[src/rtl/shift_pkg.sv]
// Shared definitions for the shift/rotate front end: widths, op codes and the
// control word that shift_mask_gen hands to the datapath.
package shift_pkg;
  localparam int unsigned WIDTH = 16;
  localparam int unsigned AMT_W = 5;
  localparam int unsigned OP_W  = 3;
  localparam int unsigned OFS_W = 4;

  typedef enum logic [OP_W-1:0] {
    OP_ROR = 3'd0,
    OP_ROL = 3'd1,
    OP_SRL = 3'd2,
    OP_SLL = 3'd3,
    OP_SRA = 3'd4
  } op_e;

  typedef enum logic [1:0] {
    CS_ZERO    = 2'd0,
    CS_DATA    = 2'd1,
    CS_RES_MSB = 2'd2,
    CS_RES_LSB = 2'd3
  } carry_sel_e;

  typedef struct packed {
    logic [OFS_W-1:0] offset;
    logic [WIDTH-1:0] keep;
    logic             fill_sign;
    carry_sel_e       carry_sel;
    logic [OFS_W-1:0] carry_idx;
    logic             err;
  } shift_ctl_t;
endpackage

[src/rtl/BarrelShifter.sv]
// 16-bit rotator core: out = in rotated right by offset.
module BarrelShifter (
  input  logic [15:0] in,
  input  logic [3:0]  offset,
  output logic [15:0] out
);
  logic [15:0] s;

  always_comb begin
    s = in;
    if (offset[0]) s = {s[0],   s[15:1]};
    if (offset[1]) s = {s[1:0], s[15:2]};
    if (offset[2]) s = {s[3:0], s[15:4]};
    if (offset[3]) s = {s[7:0], s[15:8]};
    out = s;
  end
endmodule

[src/rtl/shift_mask_gen.sv]
// Maps {op, amt} onto a right-rotate offset, a keep mask, a fill source and
// the location of the carry bit.
module shift_mask_gen
  import shift_pkg::*;
(
  input  logic [OP_W-1:0]  op,
  input  logic [AMT_W-1:0] amt,
  output shift_ctl_t       ctl
);
  logic             amt_nz;
  logic             over16;
  logic [OFS_W-1:0] neg_amt;
  logic [OFS_W-1:0] amt_m1;
  logic [WIDTH-1:0] ones;
  logic [WIDTH-1:0] keep_low;
  logic [WIDTH-1:0] keep_high;

  always_comb begin
    ones    = '1;
    amt_nz  = (amt != '0);
    over16  = amt[4] && (amt[3:0] != '0);
    // 4-bit wrap gives (16-n)&15 and (n-1)&15, correct for n in 1..16
    neg_amt = 4'd0 - amt[3:0];
    amt_m1  = amt[3:0] - 4'd1;
    keep_low  = amt[4] ? '0 : (ones >> amt[3:0]);
    keep_high = amt[4] ? '0 : (ones << amt[3:0]);

    ctl = '{offset: '0, keep: '1, fill_sign: 1'b0, carry_sel: CS_ZERO,
            carry_idx: '0, err: 1'b0};

    case (op_e'(op))
      OP_ROR: begin
        ctl.offset = amt[3:0];
        if (amt[3:0] != '0) ctl.carry_sel = CS_RES_MSB;
      end
      OP_ROL: begin
        ctl.offset = neg_amt;
        if (amt[3:0] != '0) ctl.carry_sel = CS_RES_LSB;
      end
      OP_SRL, OP_SRA: begin
        ctl.offset    = amt[3:0];
        ctl.keep      = keep_low;
        ctl.fill_sign = (op_e'(op) == OP_SRA);
        if (amt_nz && !over16) begin
          ctl.carry_sel = CS_DATA;
          ctl.carry_idx = amt_m1;
        end else if (over16 && op_e'(op) == OP_SRA) begin
          ctl.carry_sel = CS_DATA;
          ctl.carry_idx = 4'd15;
        end
      end
      OP_SLL: begin
        ctl.offset = neg_amt;
        ctl.keep   = keep_high;
        if (amt_nz && !over16) begin
          ctl.carry_sel = CS_DATA;
          ctl.carry_idx = neg_amt;
        end
      end
      default: ctl.err = 1'b1;
    endcase
  end
endmodule

[src/rtl/shift_unit_ctrl.sv]
// Two-stage shift/rotate front end: S1 holds the request, S2 holds the
// rotated/masked result and flags; valid/ready on both sides, 1 op/cycle.
module shift_unit_ctrl
  import shift_pkg::*;
(
  input  logic             clk,
  input  logic             rst,
  input  logic             in_valid,
  output logic             in_ready,
  input  logic [WIDTH-1:0] in_data,
  input  logic [OP_W-1:0]  in_op,
  input  logic [AMT_W-1:0] in_amt,
  output logic             out_valid,
  input  logic             out_ready,
  output logic [WIDTH-1:0] out_data,
  output logic             out_carry,
  output logic             out_zero,
  output logic             out_err
);
  logic             s1_valid_q, s1_valid_d;
  logic [WIDTH-1:0] s1_data_q,  s1_data_d;
  logic [OP_W-1:0]  s1_op_q,    s1_op_d;
  logic [AMT_W-1:0] s1_amt_q,   s1_amt_d;
  logic             s2_valid_q, s2_valid_d;
  logic [WIDTH-1:0] s2_data_q,  s2_data_d;
  logic             s2_carry_q, s2_carry_d;
  logic             s2_zero_q,  s2_zero_d;
  logic             s2_err_q,   s2_err_d;

  logic             s2_adv;
  logic             accept;
  shift_ctl_t       ctl;
  logic [WIDTH-1:0] rot;
  logic [WIDTH-1:0] shaped;
  logic             fill;
  logic             carry;

  shift_mask_gen u_mask (
    .op  (s1_op_q),
    .amt (s1_amt_q),
    .ctl (ctl)
  );

  BarrelShifter u_rot (
    .in     (s1_data_q),
    .offset (ctl.offset),
    .out    (rot)
  );

  always_comb begin
    fill   = ctl.fill_sign & s1_data_q[WIDTH-1];
    shaped = (rot & ctl.keep) | (~ctl.keep & {WIDTH{fill}});
    case (ctl.carry_sel)
      CS_DATA:    carry = s1_data_q[ctl.carry_idx];
      CS_RES_MSB: carry = shaped[WIDTH-1];
      CS_RES_LSB: carry = shaped[0];
      default:    carry = 1'b0;
    endcase
  end

  always_comb begin
    s2_adv   = !s2_valid_q || out_ready;
    in_ready = !s1_valid_q || !s2_valid_q || out_ready;
    accept   = in_valid && in_ready;

    s1_valid_d = s1_valid_q;
    s1_data_d  = s1_data_q;
    s1_op_d    = s1_op_q;
    s1_amt_d   = s1_amt_q;
    if (accept) begin
      s1_valid_d = 1'b1;
      s1_data_d  = in_data;
      s1_op_d    = in_op;
      s1_amt_d   = in_amt;
    end else if (s2_adv) begin
      s1_valid_d = 1'b0;
    end

    s2_valid_d = s2_valid_q;
    s2_data_d  = s2_data_q;
    s2_carry_d = s2_carry_q;
    s2_zero_d  = s2_zero_q;
    s2_err_d   = s2_err_q;
    if (s2_adv) begin
      s2_valid_d = s1_valid_q;
      if (s1_valid_q) begin
        s2_data_d  = shaped;
        s2_carry_d = carry;
        s2_zero_d  = (shaped == '0);
        s2_err_d   = ctl.err;
      end
    end
  end

  always_ff @(posedge clk) begin
    if (rst) begin
      s1_valid_q <= 1'b0;
      s1_data_q  <= '0;
      s1_op_q    <= '0;
      s1_amt_q   <= '0;
      s2_valid_q <= 1'b0;
      s2_data_q  <= '0;
      s2_carry_q <= 1'b0;
      s2_zero_q  <= 1'b0;
      s2_err_q   <= 1'b0;
    end else begin
      s1_valid_q <= s1_valid_d;
      s1_data_q  <= s1_data_d;
      s1_op_q    <= s1_op_d;
      s1_amt_q   <= s1_amt_d;
      s2_valid_q <= s2_valid_d;
      s2_data_q  <= s2_data_d;
      s2_carry_q <= s2_carry_d;
      s2_zero_q  <= s2_zero_d;
      s2_err_q   <= s2_err_d;
    end
  end

  assign out_valid = s2_valid_q;
  assign out_data  = s2_data_q;
  assign out_carry = s2_carry_q;
  assign out_zero  = s2_zero_q;
  assign out_err   = s2_err_q;
endmodule
[config.mk]
export PLATFORM = sky130hd
export DESIGN_NAME = shift_unit_ctrl
export DESIGN_NICKNAME = d
export VERILOG_FILES = /design/src/rtl/shift_pkg.sv /design/src/rtl/BarrelShifter.sv /design/src/rtl/shift_mask_gen.sv /design/src/rtl/shift_unit_ctrl.sv
export SDC_FILE = /design/constraint.sdc
export NUM_CORES = 1
export LEC_CHECK = 0
export ABC_CLOCK_PERIOD_IN_PS = 4100
export CORE_AREA = 3 3 62 121
export CTS_CLUSTER_SIZE = 14
export DETAILED_ROUTE_END_ITERATION = 8
export DIE_AREA = 0 0 65 124
export GPL_TIMING_DRIVEN = 0
export PLACE_DENSITY_LB_ADDON = 0.25
export SYNTH_ARGS = -nofsm -noshare
export SYNTH_HDL_FRONTEND = slang
export SYNTH_SLANG_ARGS = --single-unit
[constraint.sdc]
create_clock -name clk -period 4.1 [get_ports clk]
set_input_delay 0.82 -clock clk [delete_from_list [all_inputs] [get_ports clk]]
set_output_delay 0.82 -clock clk [all_outputs]
set_load 0.02 [all_outputs]
Word-level counts from Yosys, hierarchy flattened
Cells that the tools add are included.
{"block": "word_totals", "regBits": 45, "latchBits": 0, "ramBits": 0, "mem_bits_ro": 0, "input_bits": 28, "output_inout_bits": 21, "wordCells": 68, "n_memories": 0}
{"block": "op_classes", "n_addsub": 2, "mul": 0, "n_div": 0, "magnitude_cmp": 1, "n_eq_ne": 7, "n_shift": 2, "mux": 22, "n_bitwise": 5, "n_reduce_logical": 20}
{"cell": "2-to-1 mux 16 bit", "count": 6}
{"cell": "AND 16 bit", "count": 2}
{"cell": "case mux 16 bit (2 select lines)", "count": 1}
{"cell": "logical NOT 16 bit", "count": 1}
{"cell": "NOT 16 bit", "count": 1}
{"cell": "bitwise OR 16 bit", "count": 1}
{"cell": "case mux 4 bit (2 select lines)", "count": 2}
{"cell": "left shift 16 x 4 -> 16 bit (first input constant)", "count": 1}
{"cell": "right shift 16 x 4 -> 16 bit (first input constant)", "count": 1}
{"cell": "2-to-1 mux 5 bit", "count": 3}
{"cell": "case mux 2 bit (4 select lines)", "count": 1}
{"cell": "== test 3 x 2 -> 1 bit (second input constant)", "count": 2}
{"cell": "< comparator 4 x 5 -> 1 bit (second input constant)", "count": 1}
{"cell": "2-to-1 mux 1 bit", "count": 5}
{"cell": "nonzero test 5 bit", "count": 1}
{"cell": "OR reduction 5 bit", "count": 1}
{"cell": "binary-select mux 1 bit (select 4 bit)", "count": 1}
{"cell": "== test 2 bit (second input constant)", "count": 2}
{"cell": "logical AND 1 bit", "count": 4}
{"cell": "2-to-1 mux 2 bit", "count": 2}
{"cell": "nonzero test 4 bit", "count": 1}
{"cell": "OR reduction 2 bit", "count": 2}
{"cell": "subtractor 1 x 4 -> 4 bit (first input constant)", "count": 1}
{"cell": "subtractor 4 x 1 -> 4 bit (second input constant)", "count": 1}
{"cell": "other kinds (11)", "count": 15}

Depth between registers and ports, before layout
{"block": "depth", "word_depth": 10, "mapped_depth": 15, "mapped_depth_nobuf": 12}

By module
A second synthesis with hierarchy kept.
{"block": "unflattened", "cells_unflattened": 407, "area_unflattened_um2": 3494.6}
{"module": "shift_unit_ctrl", "instances": 1, "cells_per_inst": 261, "area_each_um2": 1975.6, "seq_area_each_um2": 900.9}
{"module": "BarrelShifter", "instances": 1, "cells_per_inst": 40, "area_each_um2": 823.3, "seq_area_each_um2": 0.0}
{"module": "shift_mask_gen", "instances": 1, "cells_per_inst": 106, "area_each_um2": 695.7, "seq_area_each_um2": 0.0}

Least setup slack after synthesis
No wires, ideal clock.
{"block": "synth_path", "kind": "register to register", "startpoint": "register s1_amt_q[2]", "endpoint": "register s2_zero_q (netlist: out_zero)", "setup_time_ns": 0.060, "arrival_ns": 3.254, "required_time_ns": 4.040, "path_slack_ns": 0.786, "path_stages_with_launch": 14, "n_path_buf": 2, "synth_period_minus_slack_ns": 3.314, "cell_sequence": "dfxtp_1 > buf_2 > clkbuf_1 > inv_1 > ha_1 > mux2i_1 > a2bb2oi_1 > mux4_2 > mux2_2 > nor2_1 > a211oi_1 > nand4bb_1 > nor4b_1 > a32o_1"}
{"block": "synth_between", "elab_chain_len": 7, "word_cells_on_any_way": 14, "cone_classes": "1 x add/sub; 2 x shift; 6 x mux; 4 x bitwise; 1 x reduce/logical"}
{"item": "from (decl)", "line_no": "shift_unit_ctrl.sv:23", "rtl": "logic [AMT_W-1:0] s1_amt_q, s1_amt_d;"}
{"item": "from (signal assigned)", "line_no": "shift_unit_ctrl.sv:110", "rtl": "s1_amt_q <= s1_amt_d;"}
{"item": "subtractor 1 x 4 -> 4 bit, or another cell as far along", "line_no": "shift_mask_gen.sv:23", "rtl": "neg_amt = 4'd0 - amt[3:0];"}
{"item": "case mux 4 bit (2 select lines), or another cell as far along", "line_no": "shift_mask_gen.sv:31", "rtl": "case (op_e'(op))"}
{"item": "2-to-1 mux 16 bit / case mux 16 bit (2 select lines) (equally long branches)", "line_no": "BarrelShifter.sv:13, shift_mask_gen.sv:31"}
{"item": "2-to-1 mux 16 bit / NOT 16 bit (equally long branches)", "line_no": "BarrelShifter.sv:14, shift_unit_ctrl.sv:52"}
{"item": "AND 16 bit", "line_no": "shift_unit_ctrl.sv:52", "rtl": "shaped = (rot & ctl.keep) | (~ctl.keep & {WIDTH{fill}});"}
{"item": "bitwise OR 16 bit *", "line_no": "shift_unit_ctrl.sv:52"}
{"item": "logical NOT 16 bit *", "line_no": "shift_unit_ctrl.sv:89", "rtl": "s2_zero_d = (shaped == '0);"}
{"item": "to (signal assigned)", "line_no": "shift_unit_ctrl.sv:114", "rtl": "s2_zero_q <= s2_zero_d;"}
{"item": "to (decl)", "line_no": "shift_unit_ctrl.sv:27", "rtl": "logic s2_zero_q, s2_zero_d;"}
Mark *: on every way between the ends. The rest lies on a longest branch, timed or not.
A chain may end at the register's enable or synchronous reset.

Worst setup path in the final report
{"block": "layout_path", "startpoint": "register s1_amt_q[0]", "endpoint": "register s2_zero_q (netlist: out_zero)"}
{"block": "layout_between", "elab_chain_len": 9, "word_cells_on_any_way": 16, "cone_classes": "1 x add/sub; 2 x shift; 8 x mux; 4 x bitwise; 1 x reduce/logical"}
{"item": "subtractor 1 x 4 -> 4 bit", "line_no": "shift_mask_gen.sv:23"}
{"item": "case mux 4 bit (2 select lines)", "line_no": "shift_mask_gen.sv:31"}
{"item": "2-to-1 mux 16 bit", "line_no": "BarrelShifter.sv:11", "rtl": "if (offset[0]) s = {s[0], s[15:1]};"}
{"item": "2-to-1 mux 16 bit", "line_no": "BarrelShifter.sv:12", "rtl": "if (offset[1]) s = {s[1:0], s[15:2]};"}
{"item": "2-to-1 mux 16 bit", "line_no": "BarrelShifter.sv:13", "rtl": "if (offset[2]) s = {s[3:0], s[15:4]};"}
{"item": "2-to-1 mux 16 bit", "line_no": "BarrelShifter.sv:14", "rtl": "if (offset[3]) s = {s[7:0], s[15:8]};"}
{"item": "AND 16 bit", "line_no": "shift_unit_ctrl.sv:52"}
{"item": "bitwise OR 16 bit *", "line_no": "shift_unit_ctrl.sv:52"}
{"item": "logical NOT 16 bit *", "line_no": "shift_unit_ctrl.sv:89"}
Marked as above.

==> results summary <==
The count of synthesis-stage warnings from yosys came out at 0. The number of register bits inferred by synthesis is 45. The average footprint of a synthesized cell came out at 7.79 µm². The number of hold violations in the final report is 0.

The number of vias in the routed layout is 3,936. The share of the Yosys chip area taken by registers is 24.8%. The fraction of the cycle the final worst path needs came out at 92.4%. After synthesis the cells add up to 0.00364 mm².

The worst voltage drop across the vdd grid is 0.244 mV. The global-route wire length before repair came out at 19.1 mm. The number of different library cells in the post-synthesis netlist came out at 65. For this configuration, the core starts out at a cell density of 54.5%. Setup violations remaining at the end of the flow were counted as 0.

The sum of overflow across all layers after global routing came out at 0. The horizontal extent of the die is 65 µm. Derived from the worst setup path, the maximum achievable clock frequency is 0.264 GHz.

The most used flip-flop cell after synthesis is dfxtp_1. The placed wire-length estimate is 9.36 mm. The insertion delay of the later-clocked pin in the worst-skew pair is 0.29 ns.

The number of global-route vias before repair is 3,805. The starting DRC count in detailed routing came out at 229. The number of nets produced by synthesis is 500. The worst-case setup margin in the final layout came out at 0.313 ns. The fraction of final layout cells with drive strength greater than 1 is 10.7%. The number of design rule violations left after detail routing came out at 0.

The overall power consumption is 1.47 mW. The leakage power is 1.57 nW. The detail route stage leaves a number of antenna-violating nets equal to 0.

The core outline area is 0.00667 mm². The worst endpoint required time came out at 4.34 ns. The largest net degree at the start of global routing is 15. The number of cells in the design after placement came out at 602.

The time the final worst path needs with I/O delays and setup is 3.79 ns. The final worst clock skew is 0.00436 ns. The headroom to the max-slew limit came out at 47.4%. dfxtp_1 takes more of the synthesized area than any other cell. The total track usage is 31.5%. The total length of routed met3 wires came out at 686 µm. The critical path data arrival time came out at 4.03 ns. Of all nets on the critical path, the largest fanout is 9.

Leaving out filler cells and counting taps, the final layout contains 610. The flow ran to the end, and the final reports show no timing, DRC or antenna violations. For flop-to-flop paths, the worst setup slack is 0.31 ns. The power density over the cells came out at 334 mW/mm². The slew at the pin closest to its max-slew limit is 0.790 ns. CTS placed an instance of clkbuf_16 at the clock tree root. Of all flip-flops after synthesis, the portion carrying an async set or reset was 0%. Using the TritonRoute via totals, the vias-per-cell ratio works out to 6.45. The detailed-routing wirelength on met1 came out at 4.21 mm. The row count is 42. The CTS buffer count is 5.

The area share of the largest cell type after synthesis came out at 24.8%. The final setup TNS is 0 ns. The count of mapped cells out of synthesis came out at 467. The clock net sink count is 45.

The buffer levels on the longest clock path came out at 2. The clock edge transition at the registers on the reported setup and hold paths is 0.07 ns. The routability congestion estimate from global placement came out at 0.965.

The worst setup path is of the reg2reg kind. The port buffer count came out at 47. The number of primary I/O pins is 49. The count of pins over their slew limit came out at 0. The number of H-tree levels came out at 2.

Across the run, the number of max-cap violations was 0. The highest metal layer carrying signal wires in the routed design is met4. After detailed routing, the average wire length per cell comes to 19.8 µm. The total routed wirelength came out at 12.1 mm.

The worst setup path is launched from a register. TritonCTS built the clock tree. After synthesis, the cell types taking the most area are dfxtp_1, mux4_2, nand2_1, a21oi_1, mux2i_1. The die is 124 µm tall. The hold buffer count at cts is 0.

The post-layout net count came out at 554. The length of the first detailed-routing pass in iterations is 5. The met2 layer wire length in the routed design came out at 6.09 mm. The repair_antennas step left the layout with diodes totalling 0. The floorplan step defined a die boundary enclosing 0.00806 mm². The type of the most critical hold path is reg2reg. The number of enable-type register cells in the synthesized netlist came out at 0. The worst setup path is captured at a register. The area growth from synthesis to layout is 20.9%.

Timing analysis after detailed placement gives a worst setup slack of -0.0344 ns. The number of antenna violations at the first check in global routing is 0.
## through the flow
| step | utilization, % | cell area, µm² | hold WS [ns] |
|---|---|---|---|
| floorplan | - | 3640 | 0.475 |
| global placement | 63.2 | 4220 | 0.448 |
| detailed placement | 63.2 | 4220 | 0.454 |
| CTS | 65.7 | 4390 | 0.463 |
| global route | 66.0 | 4400 | 0.481 |
| finish | 66.0 | 4400 | 0.462 |
## layer usage
metal  global-route usage, %  vias to the layer above
met3                    3.70                       70
met2                    55.5                      212
met4                    29.3                        0
li1                        -                     1831
met1                    31.2                     1823
met5                       0                        -
## worst max-delay path: stages, from the launching register on
cell	delay (ns)
dfxtp_1	0.52
inv_1	0.14
ha_1	0.27
ha_1	0.33
mux2i_1	0.26
a2bb2oi_2	0.38
mux4_2	0.54
mux2_2	0.29
nor2_1	0.09
a211oi_1	0.06
nand4bb_1	0.26
nor4b_1	0.38
a32o_1	0.21
## layout by cell type (no fill, tap or decap), types with 6 or more instances in the layout
cell	n
nand2_1	89
nor2_1	47
a21oi_1	47
clkdlybuf4s50_1	47
dfxtp_1	45
clkbuf_1	21
a211oi_1	21
mux2i_1	20
mux4_2	16
o21ai_0	12
o211ai_1	10
inv_1	9
buf_2	7
nor3_1	7
mux2_2	7
nand3_1	7
and2_1	6
a31oi_1	6
## sequential cells by signal, indices dropped and copies added (netlist names)
signal and cells:
out_zero 1, out_valid 1, out_err 1, out_carry 1, out_data 16, s1_amt_q 5
s1_data_q 16, s1_op_q 3, s1_valid_q 1
## Yosys cell counts (3+ instances only)
cell      count
nand2b_1      4
buf_1         6
clkbuf_1     21
o22a_1        3
nand3_1       7
inv_1         9
and2_1        6
dfxtp_1      45
nand2_1      89
a221oi_1      5
a21oi_1      47
a221o_1       3
mux2_2        7
o21ai_0      13
a31oi_1       6
nor2_1       47
o22ai_1       5
ha_1          5
o211ai_1     10
mux2i_1      20
nor3_1        7
a211oi_1     21
o21a_1        3
buf_2         7
nand4_1       3
nor2b_1       4
mux4_2       16
## layout make-up
type	instances	area, µm²
clock inverters	2	38.8
well taps	88	110
inverters	9	33.8
plain buffers	39	198
fillers	610	2270
flip-flops and latches	45	901
repair buffers	47	470
clock buffers	6	129
multi-input cells	374	2520
## power breakdown
part	switching, mW	total, mW	internal [mW]
clock network	0.181	0.470	0.289
logic	0.288	0.505	0.217
registers	0.0320	0.496	0.464
## kinds of logic (layout without fill, tap and decap cells)
group	Yosys count	after routing	share of synthesized area, %
and+or+nand+nor	176	176	21.0
muxes	46	46	18.7
buffers and inverters	48	103	6.26
DFF	45	45	24.8
AOI/OAI and AO/OA	146	146	27.4
xor gates and xnor gates	1	1	0.241
adders and majority gates	5	5	1.72
## final timing paths
kind | startpoint | endpoint | cells after the start
worst min-delay path | out_data[4] | out_data[4] | 2
worst min register to register | out_data[4] | out_data[4] | 2
worst max register to register | s1_amt_q[0] | out_zero | 12
worst max-delay path | s1_amt_q[0] | out_zero | 12
## timing repair
| item | CTS | global route |
|---|---|---|
| gates resized for setup | 1 | 6 |
| setup endpoints to repair | 1 | 2 |
| setup buffers | 0 | 0 |
| gates cloned | 0 | 0 |
Power figures use the tool's default switching activity.
==> edit (same settings) <==
Set the package constant `AMT_W` to 10 (it was 5).
--- a/src/rtl/shift_pkg.sv
+++ b/src/rtl/shift_pkg.sv
@@ -4,3 +4,3 @@
   localparam int unsigned WIDTH = 16;
-  localparam int unsigned AMT_W = 5;
+  localparam int unsigned AMT_W = 10;
   localparam int unsigned OP_W  = 3;
Interface: changed (resized in_amt); port bits go from 49 to 54. The function was not compared with the original's and may differ.
==> edit against the original RTL <==
  * Power increased by 9.0%
  * Area after synthesis increased by 8.3%
  * Final area increased by 8.4%
  * Core utilization increased by 5.5 points
  * First-iteration DRC count increased by 120%
  * Sequential cell count increased by 5
  * Worst setup slack got worse by 92 ps
  * Sequential share of layout area increased by 0.52 points
  * Wire length increased by 18%
  * Count of clock-buffer cells in the layout unchanged
  * Critical path type unchanged
  * Largest power group unchanged
==> edit: results (changes against the original RTL) <==
The placed standard-cell area is 0.00457 sq mm (+8.3%). The compound-cell area share of the yosys netlist was 0.377 (+0.103); the xor and xnor fraction of the mapped netlist area was 0.0111 (+0.00870). For the number of detailed-route iterations in the first pass, the log shows 7 (+2). The share of total power in the clock network was 0.309 (-0.010); the portion of netlist area occupied by mux cells was 0.0368 (-0.150).

The global-route wire length before repair was 22.3 mm (+17%); the met3 routed wirelength was 667 um (-2.8%). The violation count after the first detailed-route iteration was 510 (+120%). The fraction of final layout cells with drive strength greater than 1 was 0.104 (-0.00377). The logs give 4605 (+21%) for the number of global-route vias before repair and 7.88 ps (+3.52 ps) for the setup clock skew after layout.

The run finished with clean final reports. The peak ir drop on the vdd network was 0.000314 V (+29%); the routability congestion estimate was 1.02 (+5.5%). The tools report the met1 routed wirelength after detailed routing as 4.97 mm (+18%).

For the proportion of synthesized chip area in sequential cells, the log shows 0.254 (+0.00646). The worst slack at placement came out at 253 ps (+287 ps). The final-stage net count is 635 (+15%), and the post-synthesis cell type count is 67 (+3.1%).

The net count after synthesis is 574 (+15%), and the met3 layer usage reported by global route is 0.0460 (+0.00903). The leakage power total is 1.69 nW (+7.6%). The sequential fraction of design power was 0.336 (about the same); the reg2reg setup slack was 220 ps (-90 ps). The path depth of the worst reg2reg path is 16 (+4), and the overall power consumption is 0.00160 W (+9.0%). By area the synthesized netlist is led by sky130_fd_sc_hd__dfxtp_1 25%, sky130_fd_sc_hd__nand2_1 9.2%, sky130_fd_sc_hd__a21oi_1 7.9%, sky130_fd_sc_hd__o211ai_1 6.5%, sky130_fd_sc_hd__o2111ai_1 5.6%. The post-DP HPWL came out at 10.9 mm (+17%).

The total of buffers placed on input and output ports came out at 52 (+11%). Total vias in the final route: 4516 (+15%). The global routing met1 resource utilization came out at 0.355 (+0.0435). The fraction of the mapped netlist area in adder cells is 0.0127 (-0.00449), and the global router's overall resource usage is 0.364 (+0.0487). The run gives 7.59 mm (+25%) as the sum of met2 wire segment lengths after detailed routing. The transition time of the tightest slew-check pin works out to 773 ps (-16.1 ps).
## edit: worst max-delay path, cell delays in order, from the launching register on
cell,delay (ps)
sky130_fd_sc_hd__dfxtp_1,390
sky130_fd_sc_hd__buf_2,270
sky130_fd_sc_hd__inv_1,80
sky130_fd_sc_hd__clkbuf_1,250
sky130_fd_sc_hd__ha_1,360
sky130_fd_sc_hd__ha_1,420
sky130_fd_sc_hd__a32o_1,230
sky130_fd_sc_hd__buf_4,210
sky130_fd_sc_hd__buf_2,250
sky130_fd_sc_hd__o2111ai_1,150
sky130_fd_sc_hd__o2111ai_1,190
sky130_fd_sc_hd__mux2i_1,170
sky130_fd_sc_hd__o21ai_1,250
sky130_fd_sc_hd__nand4_1,160
sky130_fd_sc_hd__nor4_2,160
sky130_fd_sc_hd__nand4_1,110
sky130_fd_sc_hd__a21oi_1,140
## edit: how the worst min path moves through the flow
stage	from	slack, ps	endpoint	cells past startpoint
after floorplan	s1_amt_q[9]	430	s1_amt_q[9]	2
after global placement	s1_amt_q[9]	440	s1_amt_q[9]	2
after detailed placement	out_data[7]	450	out_data[7]	2
after CTS	out_data[7]	460	out_data[7]	2
after global routing	s1_amt_q[8]	490	s1_amt_q[8]	2
final	out_data[7]	460	out_data[7]	2
## edit: layout make-up
| cell class | count | area (sq um) |
|---|---|---|
| Timing Repair Buffer | 54 | 536 |
| Tap cell | 88 | 110 |
| Clock inverter | 2 | 38.8 |
| Sequential cell | 50 | 1000 |
| Fill cell | 553 | 1900 |
| Multi-Input combinational cell | 420 | 2580 |
| Clock buffer | 6 | 139 |
| Inverter | 22 | 82.6 |
| Buffer | 45 | 283 |
## edit: timing repair
| item | in CTS | in global routing |
|---|---|---|
| buffers inserted | 0 | 2 |
| gates resized for setup | 0 | 3 |
| setup endpoints to repair | 0 | 2 |
